<file path="src/rtl/seg7_disp_arbiter.sv">
// seg7_disp_arbiter: round-robin owner selection for a shared 8-digit
// seven-segment display. Each grant lasts at least HOLD_CYCLES cycles.
// After that, the owner can be preempted by any other pending requester.
// Optional feature macro: SEG7_ARB_LOCK_EN. It adds lock_i, which lets an
// owner refuse preemption once its minimum hold time has expired.
module seg7_disp_arbiter #(
  parameter int N_REQ       = 4,
  parameter int HOLD_CYCLES = 50_000_000
) (
  input  logic                        pclk_i,
  input  logic                        presetn_i,
  input  logic [N_REQ-1:0]            req_i,
  input  logic [N_REQ-1:0][31:0]      val_i,
`ifdef SEG7_ARB_LOCK_EN
  input  logic [N_REQ-1:0]            lock_i,
`endif
  output logic [N_REQ-1:0]            gnt_o,
  output logic [$clog2(N_REQ)-1:0]    owner_o,
  output logic [31:0]                 num_o,
  output logic                        disp_en_o,
  output logic                        switch_o
);

  localparam int OW = $clog2(N_REQ);
  localparam int CW = $clog2(HOLD_CYCLES + 1);
  localparam logic [CW-1:0] RELOAD = CW'(HOLD_CYCLES - 1);

  localparam logic [1:0] S_IDLE = 2'd0;
  localparam logic [1:0] S_HOLD = 2'd1;
  localparam logic [1:0] S_OPEN = 2'd2;

  logic [1:0]       state, state_n;
  logic [CW-1:0]    cnt, cnt_n;
  logic [OW-1:0]    rr_ptr, rr_n;
  logic [OW-1:0]    owner_n;
  logic [N_REQ-1:0] gnt_n;
  logic [31:0]      num_n;
  logic             en_n, sw_n;

  logic [N_REQ-1:0] cand;
  logic [OW-1:0]    win;
  logic             found;
  logic             owner_req, locked, eval_open, do_grant, go_idle;

  // Candidates are every requester except the current owner. While idle, gnt is zero, so all requesters qualify.
  always_comb begin
    cand  = req_i & ~gnt_o;
    win   = rr_ptr;
    found = 1'b0;
    for (int i = 1; i <= N_REQ; i++) begin
      if (!found && cand[(int'(rr_ptr) + i) % N_REQ]) begin
        found = 1'b1;
        win   = OW'((int'(rr_ptr) + i) % N_REQ);
      end
    end
  end

  // Next-state decision: grant or switch, release to idle, or keep the owner.
  always_comb begin
    state_n   = state;
    cnt_n     = cnt;
    rr_n      = rr_ptr;
    owner_n   = owner_o;
    gnt_n     = gnt_o;
    num_n     = num_o;
    en_n      = disp_en_o;
    sw_n      = 1'b0;
    do_grant  = 1'b0;
    go_idle   = 1'b0;
    owner_req = req_i[owner_o];
`ifdef SEG7_ARB_LOCK_EN
    locked    = lock_i[owner_o] & owner_req;
`else
    locked    = 1'b0;
`endif
    eval_open = (state == S_OPEN) || ((state == S_HOLD) && owner_req && (cnt == '0));

    if (state == S_IDLE) begin
      do_grant = found;
    end else if (eval_open) begin
      if (found && !locked) begin
        do_grant = 1'b1;
      end else if (!owner_req) begin
        go_idle = 1'b1;
      end else begin
        state_n = S_OPEN;
        cnt_n   = '0;
      end
    end else if (state == S_HOLD) begin
      if (!owner_req) begin
        do_grant = found;
        go_idle  = !found;
      end else begin
        cnt_n = cnt - 1'b1;
      end
    end else begin
      go_idle = 1'b1;
    end

    if (do_grant) begin
      state_n      = S_HOLD;
      cnt_n        = RELOAD;
      rr_n         = win;
      owner_n      = win;
      gnt_n        = '0;
      gnt_n[win]   = 1'b1;
      num_n        = val_i[win];
      en_n         = 1'b1;
      sw_n         = (state != S_IDLE);
    end else if (go_idle) begin
      state_n = S_IDLE;
      cnt_n   = '0;
      gnt_n   = '0;
      en_n    = 1'b0;
    end else if (state != S_IDLE) begin
      num_n = val_i[owner_o];
    end
  end

  // Register all state and outputs. rr_ptr resets to the last index so that requester 0 wins first.
  always_ff @(posedge pclk_i or negedge presetn_i) begin
    if (!presetn_i) begin
      state     <= S_IDLE;
      cnt       <= '0;
      rr_ptr    <= OW'(N_REQ - 1);
      owner_o   <= '0;
      gnt_o     <= '0;
      num_o     <= '0;
      disp_en_o <= 1'b0;
      switch_o  <= 1'b0;
    end else begin
      state     <= state_n;
      cnt       <= cnt_n;
      rr_ptr    <= rr_n;
      owner_o   <= owner_n;
      gnt_o     <= gnt_n;
      num_o     <= num_n;
      disp_en_o <= en_n;
      switch_o  <= sw_n;
    end
  end

endmodule

</file>
<file path="config.mk">
export PLATFORM = sky130hd
export DESIGN_NAME = seg7_disp_arbiter
export DESIGN_NICKNAME = d
export VERILOG_FILES = /design/src/rtl/seg7_disp_arbiter.sv
export SDC_FILE = /design/constraint.sdc
export NUM_CORES = 1
export LEC_CHECK = 0
export ABC_AREA = 1
export CAP_MARGIN = 20
export CORE_ASPECT_RATIO = 0.75
export CORE_UTILIZATION = 53
export CTS_CLUSTER_SIZE = 12
export DETAILED_ROUTE_END_ITERATION = 6
export PLACE_DENSITY = 0.95
export REMOVE_ABC_BUFFERS = 1
export SLEW_MARGIN = 5
export SYNTH_ARGS = -nofsm -noshare
export SYNTH_HDL_FRONTEND = slang
export SYNTH_SLANG_ARGS = --single-unit
</file>
<file path="constraint.sdc">
create_clock -name pclk_i -period 2.9 [get_ports pclk_i]
set_input_delay 0.29 -clock pclk_i [delete_from_list [all_inputs] [get_ports pclk_i]]
set_output_delay 0.29 -clock pclk_i [all_outputs]
set_load 0.01 [all_outputs]
</file>
; ---- Yosys cells after proc, flatten, opt, wreduce, memory -nomap -nowiden
; Index checks and enable logic that the tools add are counted.
[totals]
inputBits = 134
ff_bits = 70
output_inout_bits = 40
wordCells = 119
[classes]
bitwise = 6
n_reduce_logical = 26
add_sub_neg = 5
n_eq_ne = 6
muxes = 61
magnitude_cmp = 7
[ops]
columns = operator, n
row1 = two-way mux 26 bit, 8
row2 = two-way mux 32 bit, 5
row3 = binary-select mux 32 bit (select 2 bit), 2
row4 = two-way mux 1 bit, 28
row5 = zero test 26 bit, 1
row6 = subtractor 26 x 1 -> 26 bit (second input constant), 1
row7 = two-way mux 2 bit, 10
row8 = < comparator 3 x 4 -> 1 bit (second input constant), 4
row9 = binary-select mux 1 bit (select 2 bit), 5
row10 = two-way mux 4 bit, 2
row11 = AND reduction 4 bit, 2
row12 = OR reduction 2 bit, 4
row13 = logical AND 1 bit, 6
row14 = < comparator 2 x 3 -> 1 bit (second input constant), 2
row15 = nonzero test 2 bit, 3
row16 = nonzero test 3 bit, 2
row17 = adder 2 x 1 -> 2 bit (second input constant), 2
row18 = adder 2 bit (second input constant), 2
row19 = AND 1 bit (first input constant), 4
row20 = AND 4 bit, 1
row21 = zero test 1 bit, 4
row22 = inequality test 4 x 2 -> 1 bit (second input constant), 1
row23 = inverter 4 bit, 1
row24 = nonzero test 4 bit, 1
row25 = other kinds (10), 10

; ---- Logic depth before layout (Yosys ltp)
[depth]
depth_word = 23
mapped_depth = 17
depth_no_buf = 15

; ---- Worst setup path after synthesis
; Ideal clock, no wire load.
[synth_timing]
path_kind = register to register
from = reg rr_ptr[0]
to = reg num_o[13]
slack_ns = 0.947
setup_time_ns = 0.116
period_less_slack_ns = 1.953
arrival_ns = 1.836
n_path_buf = 3
required_ns = 2.784
path_stages_with_launch = 17
path_cell_list = dfstp_2 -> buf_6 -> inv_4 -> nand3_1 -> nand3_1 -> nand2_2 -> nand2_2 -> nor2_4 -> nand2_1 -> nand2_1 -> inv_2 -> buf_6 -> buf_6 -> nor2_1 -> nor2_1 -> nand2_1 -> nand2_1
[synth_via]
elab_chain_cells = 21
elab_cells_between_ends = 47
cone_classes = add/sub: 4 / eq/ne: 1 / mux: 33 / reduce/logical: 9
[synth_rtl]
columns = element, line
row1 = from (decl), 34  ; logic [OW-1:0] rr_ptr, rr_n;
row2 = from (signal assigned), 125  ; rr_ptr <= OW'(N_REQ - 1);
row3 = from (signal assigned), 134  ; rr_ptr <= rr_n;
row4 = adder 2 x 1 -> 2 bit, "51, 53"
row5 = binary-select mux 1 bit (select 2 bit), 51  ; if (!found && cand[(int'(rr_ptr) + i) % N_REQ]) begin
row6 = two-way mux 1 bit (implied by the code) (2 in a row), 51
row7 = two-way mux 1 bit, 51
row8 = zero test 1 bit, 51
row9 = logical AND 1 bit, 51
row10 = two-way mux 1 bit, 51
row11 = zero test 1 bit, 51
row12 = [4 not listed], -
row13 = two-way mux 1 bit, 51
row14 = zero test 1 bit, 92  ; go_idle = !found;
row15 = two-way mux 1 bit, 90  ; if (!owner_req) begin
row16 = two-way mux 1 bit, 89  ; end else if (state == S_HOLD) begin
row17 = two-way mux 1 bit, 80  ; end else if (eval_open) begin
row18 = two-way mux 1 bit, 78  ; if (state == S_IDLE) begin
row19 = inequality test 2 bit (no line), -
row20 = AND reduction 2 bit (no line), -
row21 = to (signal assigned), 137  ; num_o <= num_n;
row22 = to (decl), 19  ; output logic [31:0] num_o,
; Parallel ways exist; a longest one is shown, timed or not. The select of a mux whose other input is x is not followed.
; A chain may end at the register's enable or synchronous reset.

; ---- Worst setup path after layout
[layout_timing]
from = reg rr_ptr[0]
to = reg num_o[14]
; Same word-level chain as after synthesis.

==> results.cfg <==
[sta]
finalSetupViolations = 0
slew_violations = 0
hold_violations = 0
post-route-min-period_ns = 2.57
setup_ws_ns = 0.326
rsz0062_at_grt = no
min_period_over_period = 0.888
relSlewSlack = 0.376
timing.hold.ws_ns = 0.0677
clock.fmax_ghz = 0.388
worst_pin_slew_ns = 0.936
fin_worst_skew_ns = 0.00609

[die]
die-width_um = 126
initial_core_util = 0.553
ios = 174
dieArea_um2 = 12000
row_count = 33
core-area_um2 = 11100
die_y_um = 95.1

[clocking]
clk_latency_ns = 0.35
postCtsHoldBufs = 0
post_cts_resized = 0
numCtsBuffers = 9
root_buffer = clkbuf_16
cts_setup_buffers = 0
cts.sinks = 70
h-tree-depth = 3
clockBufferDepth = 2
cts_tree = done
path_clk_slew_ns = 0.06

[power]
p_leak_nw = 4.05
power.total_mw = 2.53
ir_worst_vdd_uv = 330
powerDensity_nw_per_um2 = 311

[global_route]
track_usage = 0.359
antenna_found_initial = 0
grt_pass1_vias = 7290
grt_max_degree = 71
overflow = 0
grt_pass1_wl_um = 34200

[final_layout]
layout_commonest_cell = nand2_1
final_nets = 1302
regArea_um2 = 1760
diodes = 0
area_delta_synth_final_pct = 33.2
final_cell_count_no_fill = 1311
layout_common_cells = nand2_1 (386), clkdlybuf4s50_1 (172), nand3_1 (149)
drive_gt1_frac = 0.0487
fill_cells = 853
final_area_um2 = 8150
multiInputGateArea_um2 = 3820

[critical_path]
worstSetupEndpointType = flop
critPathArrivalTime_ns = 2.81
critPathLaunch = rr_ptr[0]$_DFFE_PN1P_
cp-start-kind = flop
crit_required_ns = 3.14
worstPathMaxFanout = 44
r2r-start = rr_ptr[0]$_DFFE_PN1P_
path_class = reg2reg

[place]
gp_congestion = 1.04
dpl.cell_count = 1295
post_dp_cell_area_um2 = 7830
hpwl_um = 14100
portBuffers = 173
place_ws_ns = 0.400

[routing]
first_iter_violations = 777
routed_wl_um = 21100
dr.pass1.iters = 6
drc = 0
avgRoutedWirePerCell_um = 16.1
ant_nets = 0
viasPerCell = 5.89
via_count = 7718

[synth]
ys_seq_area_frac = 0.287
synth_area_um2 = 6120
syn_avg_cell_area_um2 = 5.93
postSynthCellCount = 1032
synth-warning-count = 0
synth_cell_types = 32
synth_seq_cells = 70

[flow_run]
cap_viol_max_count = 0

[min_path]
hold_class = in2async

[outcome]
status = finished, final reports clean
[layout make-up]
cell class                      count  share of cell area
Clock inverter                      6              0.0104
Tap cell                          140              0.0215
Inverter                           48              0.0224
Timing Repair Buffer              191               0.232
Multi-Input combinational cell    846               0.469
Sequential cell                    70               0.215
Clock buffer                       10              0.0293
[power by group]
part | leakage (nW) | total (mW) | switching (mW) | internal [mW]
logic | 2.95 | 0.332 | 0.121 | 0.212
clock network | 0.154 | 1.22 | 0.450 | 0.773
registers | 0.940 | 0.977 | 0 | 0.977
[through the flow]
stage                      util  TNS [ns]
after floorplan               -    -70.24
after global placement    0.707         0
after detailed placement  0.707         0
after CTS                 0.737         0
after global routing      0.737         0
final                     0.737         0
[final timing paths]
kind                                     endpoint  slack [ns]  depth (start not counted)
max reg2reg                 num_o[14]$_DFFE_PN0P_        0.33                         12
max                         num_o[14]$_DFFE_PN0P_        0.33                         12
min                         num_o[16]$_DFFE_PN0P_        0.07                          1
min reg2reg                 num_o[24]$_DFFE_PN0P_        0.48                          2
min in group pclk_i         num_o[24]$_DFFE_PN0P_        0.48                          2
max in group asynchronous  owner_o[0]$_DFFE_PN0P_        2.15                          1
[critical path, cell delays in order, from the launching register on]
cell and delay [ns]:
dfstp_2 0.67, inv_4 0.10, nand3_1 0.11, nand2_1 0.09
o21ai_0 0.39, nand3_1 0.13, nand2_1 0.09, nand2_2 0.22
nand2_2 0.18, buf_12 0.22, nor2_1 0.08, nand2_1 0.09
nand2_1 0.05
[sequential cells by signal, summed over array words and instances (netlist names)]
signal,cells
num_o,32
cnt,26
switch_o,1
owner_o,2
disp_en_o,1
rr_ptr,2
state,2
gnt_o,4
[metal layers]
metal | vias up | track usage | part of all wire
met4 | 0 | 0.217 | 0.052
met3 | 94 | 0.0696 | 0.11
met1 | 3460 | 0.438 | 0.39
met2 | 538 | 0.598 | 0.45
met5 | - | 0 | 0
li1 | 3626 | - | -
[cell families after synthesis]
| logic type | Yosys count | synth area share |
|---|---|---|
| AO/OA/AOI/OAI | 120 | 0.114 |
| XOR/XNOR | 21 | 0.0301 |
| adder cells (fa/ha/maj) | 2 | 0.00409 |
| buffers and inverters | 116 | 0.0883 |
| flip-flops | 70 | 0.287 |
| AND/OR/NAND/NOR | 703 | 0.477 |
[Yosys cell counts, drive strengths merged]
cell	n	area share
dfrtp	68	0.28
o22ai	26	0.027
nor2	143	0.089
xor2	21	0.030
nand3b	2	0.0025
a21oi	14	0.012
a32o	12	0.020
buf	46	0.045
nand2	393	0.24
inv	47	0.029
nand4	9	0.010
o21ai	67	0.055
clkinv	1	0.00061
a31oi	1	0.0010
ha	2	0.0041
nor3	3	0.0033
nand3	152	0.13
dfstp	2	0.0086
nor3b	1	0.0012
clkbuf	22	0.013
Power figures use the tool's default switching activity.
